--- src/rtl/npc_pc_unit.sv ---
// Fetch-stage PC unit: PC register, next-PC selection, D-stage branch compare
// and the registered delay-slot flag for the instruction entering D.
// Optional fetch address check enabled by defining NPC_ADDR_CHECK_EN; when it
// is undefined adel_f_o is tied low and IM_LO/IM_HI drive no logic.
module npc_pc_unit #(
  parameter int unsigned     PC_W       = 32,
  parameter logic [PC_W-1:0] RESET_PC   = 32'h0000_3000,
  parameter logic [PC_W-1:0] HANDLER_PC = 32'h0000_4180,
  parameter logic [PC_W-1:0] IM_LO      = 32'h0000_3000,
  parameter logic [PC_W-1:0] IM_HI      = 32'h0000_6FFC
) (
  input  logic            clk,
  input  logic            reset,
  input  logic            stall_i,
  input  logic            req_i,
  input  logic            eret_i,
  input  logic [PC_W-1:0] epc_i,
  input  logic [2:0]      br_type_i,
  input  logic            jal_i,
  input  logic            jr_i,
  input  logic [15:0]     imm_i,
  input  logic [25:0]     index_i,
  input  logic [PC_W-1:0] rs_i,
  input  logic [PC_W-1:0] rt_i,
  output logic [PC_W-1:0] pc_f_o,
  output logic [PC_W-1:0] pc4_f_o,
  output logic [PC_W-1:0] npc_o,
  output logic            br_taken_o,
  output logic            bd_d_o,
  output logic            adel_f_o
);

  typedef enum logic [2:0] {
    BR_NONE = 3'd0,
    BR_EQ   = 3'd1,
    BR_NE   = 3'd2,
    BR_LEZ  = 3'd3,
    BR_GTZ  = 3'd4,
    BR_LTZ  = 3'd5,
    BR_GEZ  = 3'd6,
    BR_RSVD = 3'd7
  } br_type_e;

  br_type_e        br_type;
  logic            rs_zero;
  logic            rs_neg;
  logic            is_branch;
  logic [PC_W-1:0] br_target;
  logic [PC_W-1:0] jal_target;

  // Jump targets need the upper four bits of the PC, so narrower PCs are unusable.
  if (PC_W < 28 || IM_LO > IM_HI) begin : g_cfg_check
    $error("npc_pc_unit: PC_W must be >= 28 and IM_LO must not exceed IM_HI");
  end

  assign br_type   = br_type_e'(br_type_i);
  assign rs_zero   = (rs_i == '0);
  assign rs_neg    = rs_i[PC_W-1];
  assign is_branch = (br_type != BR_NONE) && (br_type != BR_RSVD);
  assign pc4_f_o   = pc_f_o + PC_W'(4);
  assign br_target = pc_f_o + {{(PC_W-18){imm_i[15]}}, imm_i, 2'b00};

  // Jump target keeps PC bits above 27 and replaces the low 28 bits.
  always_comb begin
    jal_target       = pc_f_o;
    jal_target[27:0] = {index_i, 2'b00};
  end

  // Branch condition; zero-compare types use only the sign bit and a zero test of rs.
  always_comb begin
    br_taken_o = 1'b0;
    case (br_type)
      BR_EQ:   br_taken_o = (rs_i == rt_i);
      BR_NE:   br_taken_o = (rs_i != rt_i);
      BR_LEZ:  br_taken_o = rs_neg | rs_zero;
      BR_GTZ:  br_taken_o = ~rs_neg & ~rs_zero;
      BR_LTZ:  br_taken_o = rs_neg;
      BR_GEZ:  br_taken_o = ~rs_neg;
      default: br_taken_o = 1'b0;
    endcase
  end

  // Next-PC select, highest priority first.
  always_comb begin
    npc_o = pc4_f_o;
    if (req_i) begin
      npc_o = HANDLER_PC;
    end else if (eret_i) begin
      npc_o = epc_i;
    end else if (jr_i) begin
      npc_o = rs_i;
    end else if (jal_i) begin
      npc_o = jal_target;
    end else if (br_taken_o) begin
      npc_o = br_target;
    end
  end

  // PC register: exception redirect overrides a stall.
  always_ff @(posedge clk) begin
    if (reset) begin
      pc_f_o <= RESET_PC;
    end else if (req_i) begin
      pc_f_o <= HANDLER_PC;
    end else if (!stall_i) begin
      pc_f_o <= npc_o;
    end
  end

  // Delay-slot flag: set for any control transfer in D, taken or not; eret has no slot.
  always_ff @(posedge clk) begin
    if (reset || req_i) begin
      bd_d_o <= 1'b0;
    end else if (!stall_i) begin
      bd_d_o <= ~eret_i & (is_branch | jal_i | jr_i);
    end
  end

`ifdef NPC_ADDR_CHECK_EN
  // Fetch address error from the current PC; the PC keeps advancing regardless.
  assign adel_f_o = (pc_f_o[1:0] != 2'b00) || (pc_f_o < IM_LO) || (pc_f_o > IM_HI);
`else
  assign adel_f_o = 1'b0;
`endif

endmodule
--- config.mk ---
export PLATFORM = sky130hd
export DESIGN_NAME = npc_pc_unit
export DESIGN_NICKNAME = d
export VERILOG_FILES = /design/src/rtl/npc_pc_unit.sv
export SDC_FILE = /design/constraint.sdc
export NUM_CORES = 1
export LEC_CHECK = 0
export CAP_MARGIN = 15
export CORE_MARGIN = 4
export CORE_UTILIZATION = 45
export CTS_CLUSTER_SIZE = 12
export DETAILED_ROUTE_END_ITERATION = 10
export DONT_BUFFER_PORTS = 1
export PLACE_DENSITY = 0.67
export SLEW_MARGIN = 40
export SYNTH_ARGS = -nofsm -noshare
export SYNTH_HDL_FRONTEND = slang
export SYNTH_SLANG_ARGS = --single-unit
--- constraint.sdc ---
create_clock -name clk -period 7.5 [get_ports clk]
set_input_delay 1.5 -clock clk [delete_from_list [all_inputs] [get_ports clk]]
set_output_delay 1.5 -clock clk [all_outputs]
set_load 0.005 [all_outputs]
==> flow_results.xml <==
<?xml version="1.0" encoding="UTF-8"?>
<metrics>
  <group name="run_status">
    <metric name="status" unit="">complete, no violations</metric>
  </group>
  <group name="floorplanning">
    <metric name="floorplan.initialDensity" unit="%">47.0</metric>
    <metric name="num_io_pins" unit="">247</metric>
    <metric name="die_w" unit="microns">116</metric>
    <metric name="die-area" unit="sq um">13300</metric>
    <metric name="placementRows" unit="">38</metric>
    <metric name="floorplan.core_area" unit="sq um">11100</metric>
    <metric name="die_height" unit="microns">116</metric>
  </group>
  <group name="global_route">
    <metric name="grt_pass1_vias" unit="">5811</metric>
    <metric name="grt_pass1_wl" unit="mm">34.7</metric>
    <metric name="number_of_antenna_violations_at_the_first_check_in_global_routing" unit="">0</metric>
    <metric name="pin_count_of_the_biggest_net_entering_global_routing" unit="">51</metric>
    <metric name="grt.overflow.total" unit="">0</metric>
    <metric name="global_route.usage.total" unit="%">34.2</metric>
  </group>
  <group name="worst_setup_path">
    <metric name="path_cells" unit="">ha_1 &gt; inv_1 &gt; fa_1 &gt; nand2b_1 &gt; a21oi_1 &gt; o211ai_1 &gt; o31ai_1 &gt; nand2_1 &gt; o31a_1 &gt; o21ai_1 &gt; mux2i_1 &gt; a211oi_1</metric>
    <metric name="cp_slowest_stage_delay" unit="ns">0.42</metric>
    <metric name="critPathSlowestCell" unit="">sky130_fd_sc_hd__a211oi_1</metric>
    <metric name="crit_path_start_kind" unit="">input port</metric>
    <metric name="cp_top_family" unit="">compound AO/OA/AOI/OAI gates</metric>
    <metric name="cp.arrival" unit="ns">4.56</metric>
    <metric name="crit_start" unit="">imm_i[0]</metric>
    <metric name="worstPathMaxFanout" unit="">4</metric>
    <metric name="critPathCaptureType" unit="">primary output</metric>
    <metric name="worstPathRequired" unit="ns">6.00</metric>
    <metric name="r2r_start" unit="">pc_f_o[2]</metric>
    <metric name="cp.buffers_inverters" unit="">1</metric>
    <metric name="timing.setup.critical_path_class" unit="">in2out</metric>
  </group>
  <group name="layout">
    <metric name="share_of_final_layout_standard_cells_stronger_than_drive_strength_1" unit="%">3.68</metric>
    <metric name="fillCellCount" unit="">1203</metric>
    <metric name="final_cells" unit="">874</metric>
    <metric name="post_layout_net_count" unit="">912</metric>
    <metric name="diodes" unit="">0</metric>
    <metric name="final_cell_area" unit="sq um">5320</metric>
    <metric name="area.growth.synth_to_final" unit="%">2.21</metric>
  </group>
  <group name="placed_design">
    <metric name="total_placed_cells_including_tap_cells" unit="">866</metric>
    <metric name="place.detailed.hpwl" unit="mm">19.4</metric>
    <metric name="gp_congestion" unit="">0.962</metric>
    <metric name="place.port_buffers" unit="">0</metric>
    <metric name="area_after_detailed_placement" unit="sq um">5170</metric>
  </group>
  <group name="routing">
    <metric name="dr.first_iter.drc_count" unit="">623</metric>
    <metric name="first_pass_iters" unit="">6</metric>
    <metric name="via_count" unit="">6066</metric>
    <metric name="drc" unit="">0</metric>
    <metric name="wire_per_inst" unit="microns">27.4</metric>
    <metric name="viasPerCell" unit="">6.94</metric>
    <metric name="drt.antenna.violating_nets" unit="">0</metric>
    <metric name="finalWirelength" unit="mm">23.9</metric>
  </group>
  <group name="sta">
    <metric name="final_max_slew_viol_count" unit="">0</metric>
    <metric name="timing_worst_slew_pin_value" unit="ns">0.816</metric>
    <metric name="timing.setup.tns" unit="ns">0</metric>
    <metric name="rsz_0062_raised_after_global_routing" unit="">false</metric>
    <metric name="clock.fmax" unit="MHz">165</metric>
    <metric name="skew" unit="ns">0.00480</metric>
    <metric name="finalHoldViolCount" unit="">0</metric>
    <metric name="timing.max_slew.rel_slack" unit="%">45.5</metric>
    <metric name="timing.final.crit_period" unit="ns">6.06</metric>
    <metric name="report.final.setup_viol" unit="">0</metric>
    <metric name="period_share" unit="%">80.7</metric>
  </group>
  <group name="clocking">
    <metric name="cts_num_sinks" unit="">33</metric>
    <metric name="clock-root-buffer" unit="">sky130_fd_sc_hd__clkbuf_16</metric>
    <metric name="post_cts.resized_instances" unit="">0</metric>
    <metric name="cts-htree-levels" unit="">2</metric>
    <metric name="worst_skew_pair.late_latency" unit="ns">0.29</metric>
    <metric name="cts.clk_slew.worst_paths" unit="ns">0.05</metric>
    <metric name="cts_setup_buffers" unit="">0</metric>
    <metric name="cts_inserted_buffers" unit="">5</metric>
    <metric name="cts_buffer_depth" unit="">2</metric>
    <metric name="holdBufCountCts" unit="">0</metric>
    <metric name="tritoncts" unit="">built</metric>
  </group>
  <group name="logic_synthesis">
    <metric name="netlist_top_cells_count" unit="">sky130_fd_sc_hd__nand2_1 (85), sky130_fd_sc_hd__o21ai_0 (77), sky130_fd_sc_hd__nor2_1 (67)</metric>
    <metric name="yosysTopAreaCell" unit="">sky130_fd_sc_hd__dfxtp_1</metric>
    <metric name="ys_ff_latch" unit="">33</metric>
    <metric name="syn_inst" unit="">774</metric>
    <metric name="post_synth_mux_area_share" unit="%">1.95</metric>
    <metric name="net_count_synth" unit="">953</metric>
    <metric name="ys.warnings.count" unit="">0</metric>
    <metric name="synth-compound-area-share" unit="%">31.6</metric>
    <metric name="postSynthAreaPerCell" unit="sq um">6.72</metric>
    <metric name="synth-xor-area-share" unit="%">14.1</metric>
    <metric name="post_synth_main_area_contributors" unit="">sky130_fd_sc_hd__dfxtp_1 (13%), sky130_fd_sc_hd__xor2_1 (8.4%), sky130_fd_sc_hd__o21ai_0 (7.4%)</metric>
    <metric name="synthDistinctLibCells" unit="">65</metric>
    <metric name="syn-cell-area" unit="sq um">5200</metric>
    <metric name="synth_ff_type" unit="">sky130_fd_sc_hd__dfxtp_1</metric>
    <metric name="synth_seq_area_share" unit="%">12.7</metric>
    <metric name="synth_edf_count" unit="">0</metric>
    <metric name="yosys.area.top_type_share" unit="%">12.7</metric>
    <metric name="synthMostInstantiatedCell" unit="">sky130_fd_sc_hd__nand2_1</metric>
    <metric name="arithmetic_cell_share_of_the_synthesized_area_counting_full_adders_half_adders_and_majority_gates" unit="%">7.60</metric>
    <metric name="synth_simple_gate_area_share" unit="%">25.9</metric>
    <metric name="main_combinational_cell_family_by_area_after_synthesis" unit="">compound AO/OA/AOI/OAI gates</metric>
    <metric name="async_reset_ff_share" unit="%">0</metric>
  </group>
  <group name="flow_run">
    <metric name="max_cap_violations" unit="">0</metric>
  </group>
  <group name="hold_path">
    <metric name="hp-class" unit="">reg2reg</metric>
    <metric name="hold_start" unit="">bd_d_o</metric>
  </group>
  <group name="power">
    <metric name="vdd_drop_max" unit="V">0.0000813</metric>
    <metric name="pwr_density_cell" unit="nW/um^2">127</metric>
    <metric name="power.leakage" unit="uW">0.00205</metric>
  </group>
</metrics>
==> sequential cells by signal (all words and copies together), names as in the netlist <==
| signal | flops |
|---|---|
| bd_d_o | 1 |
| pc_f_o | 32 |
==> power breakdown <==
part	switching [uW]	internal (uW)	total [uW]
Combinational	168	98.3	266
Sequential	20.1	184	204
Clock	82.3	122	204
Total	270	404	674
==> final timing paths <==
check | end | cells after the start | slack, ns
setup / recovery | npc_o[30] | 12 | 1.44
setup reg to reg | pc_f_o[28] | 12 | 3.81
hold reg to reg | bd_d_o | 2 | 0.55
hold / removal | bd_d_o | 2 | 0.55
==> tightest hold or removal path, cell delays in order (launching register included) <==
cell and delay (ns):
sky130_fd_sc_hd__dfxtp_1 0.36, sky130_fd_sc_hd__nand2_1 0.08, sky130_fd_sc_hd__a21oi_1 0.05
==> cell families after synthesis <==
logic type / Yosys count
simple gates: 284
compound gates: 259
xor+xnor: 84
buf+inv: 72
flops: 33
fa+ha+maj: 31
mux: 10
other cells: 1
==> routing by layer <==
metal	global-route usage, %	routed length (microns)	vias to the layer above	share of wire [%]
met3	8.72	2580	52	11
met1	45.4	9680	2882	40
met2	54.2	10800	369	45
met4	11.3	827	0	3.5
li1	-	-	2763	-
met5	0	0	-	0
==> placed cells by master (no fill, tap or decap), drive strengths merged, types with 15 or more instances in the layout <==
| cell | synthesis | routed |
|---|---|---|
| nor4 | 18 | 18 |
| o211ai | 15 | 15 |
| and3 | 18 | 18 |
| ha | 30 | 30 |
| xnor2 | 34 | 34 |
| inv | 20 | 21 |
| xor2 | 50 | 50 |
| nand2 | 86 | 86 |
| dfxtp | 33 | 33 |
| nand4 | 18 | 18 |
| nand3 | 31 | 31 |
| nor2 | 67 | 67 |
| nor3 | 19 | 19 |
| o21ai | 80 | 80 |
| a31oi | 21 | 21 |
| a21oi | 56 | 56 |
==> layout make-up <==
| class | count | area, sq um | area share [%] |
|---|---|---|---|
| multi-input combinational | 669 | 4240 | 79.8 |
| inverter | 21 | 78.8 | 1.48 |
| sequential | 33 | 661 | 12.4 |
| clock buffer | 6 | 129 | 2.42 |
| clock inverter | 2 | 10.0 | 0.188 |
| tap | 140 | 175 | 3.29 |
| timing repair buffer | 3 | 22.5 | 0.424 |
==> per-stage QoR <==
step	hold slack [ns]	utilization, %	setup WS [ns]	power [uW]
floorplan	0.458	-	2.02	409
global placement	0.525	46.6	1.60	466
detailed placement	0.529	46.7	1.50	465
CTS	0.550	48.0	1.49	668
global route	0.581	48.0	1.21	706
finish	0.548	48.0	1.44	674
Note: power is estimated with default switching activity, not from simulation.
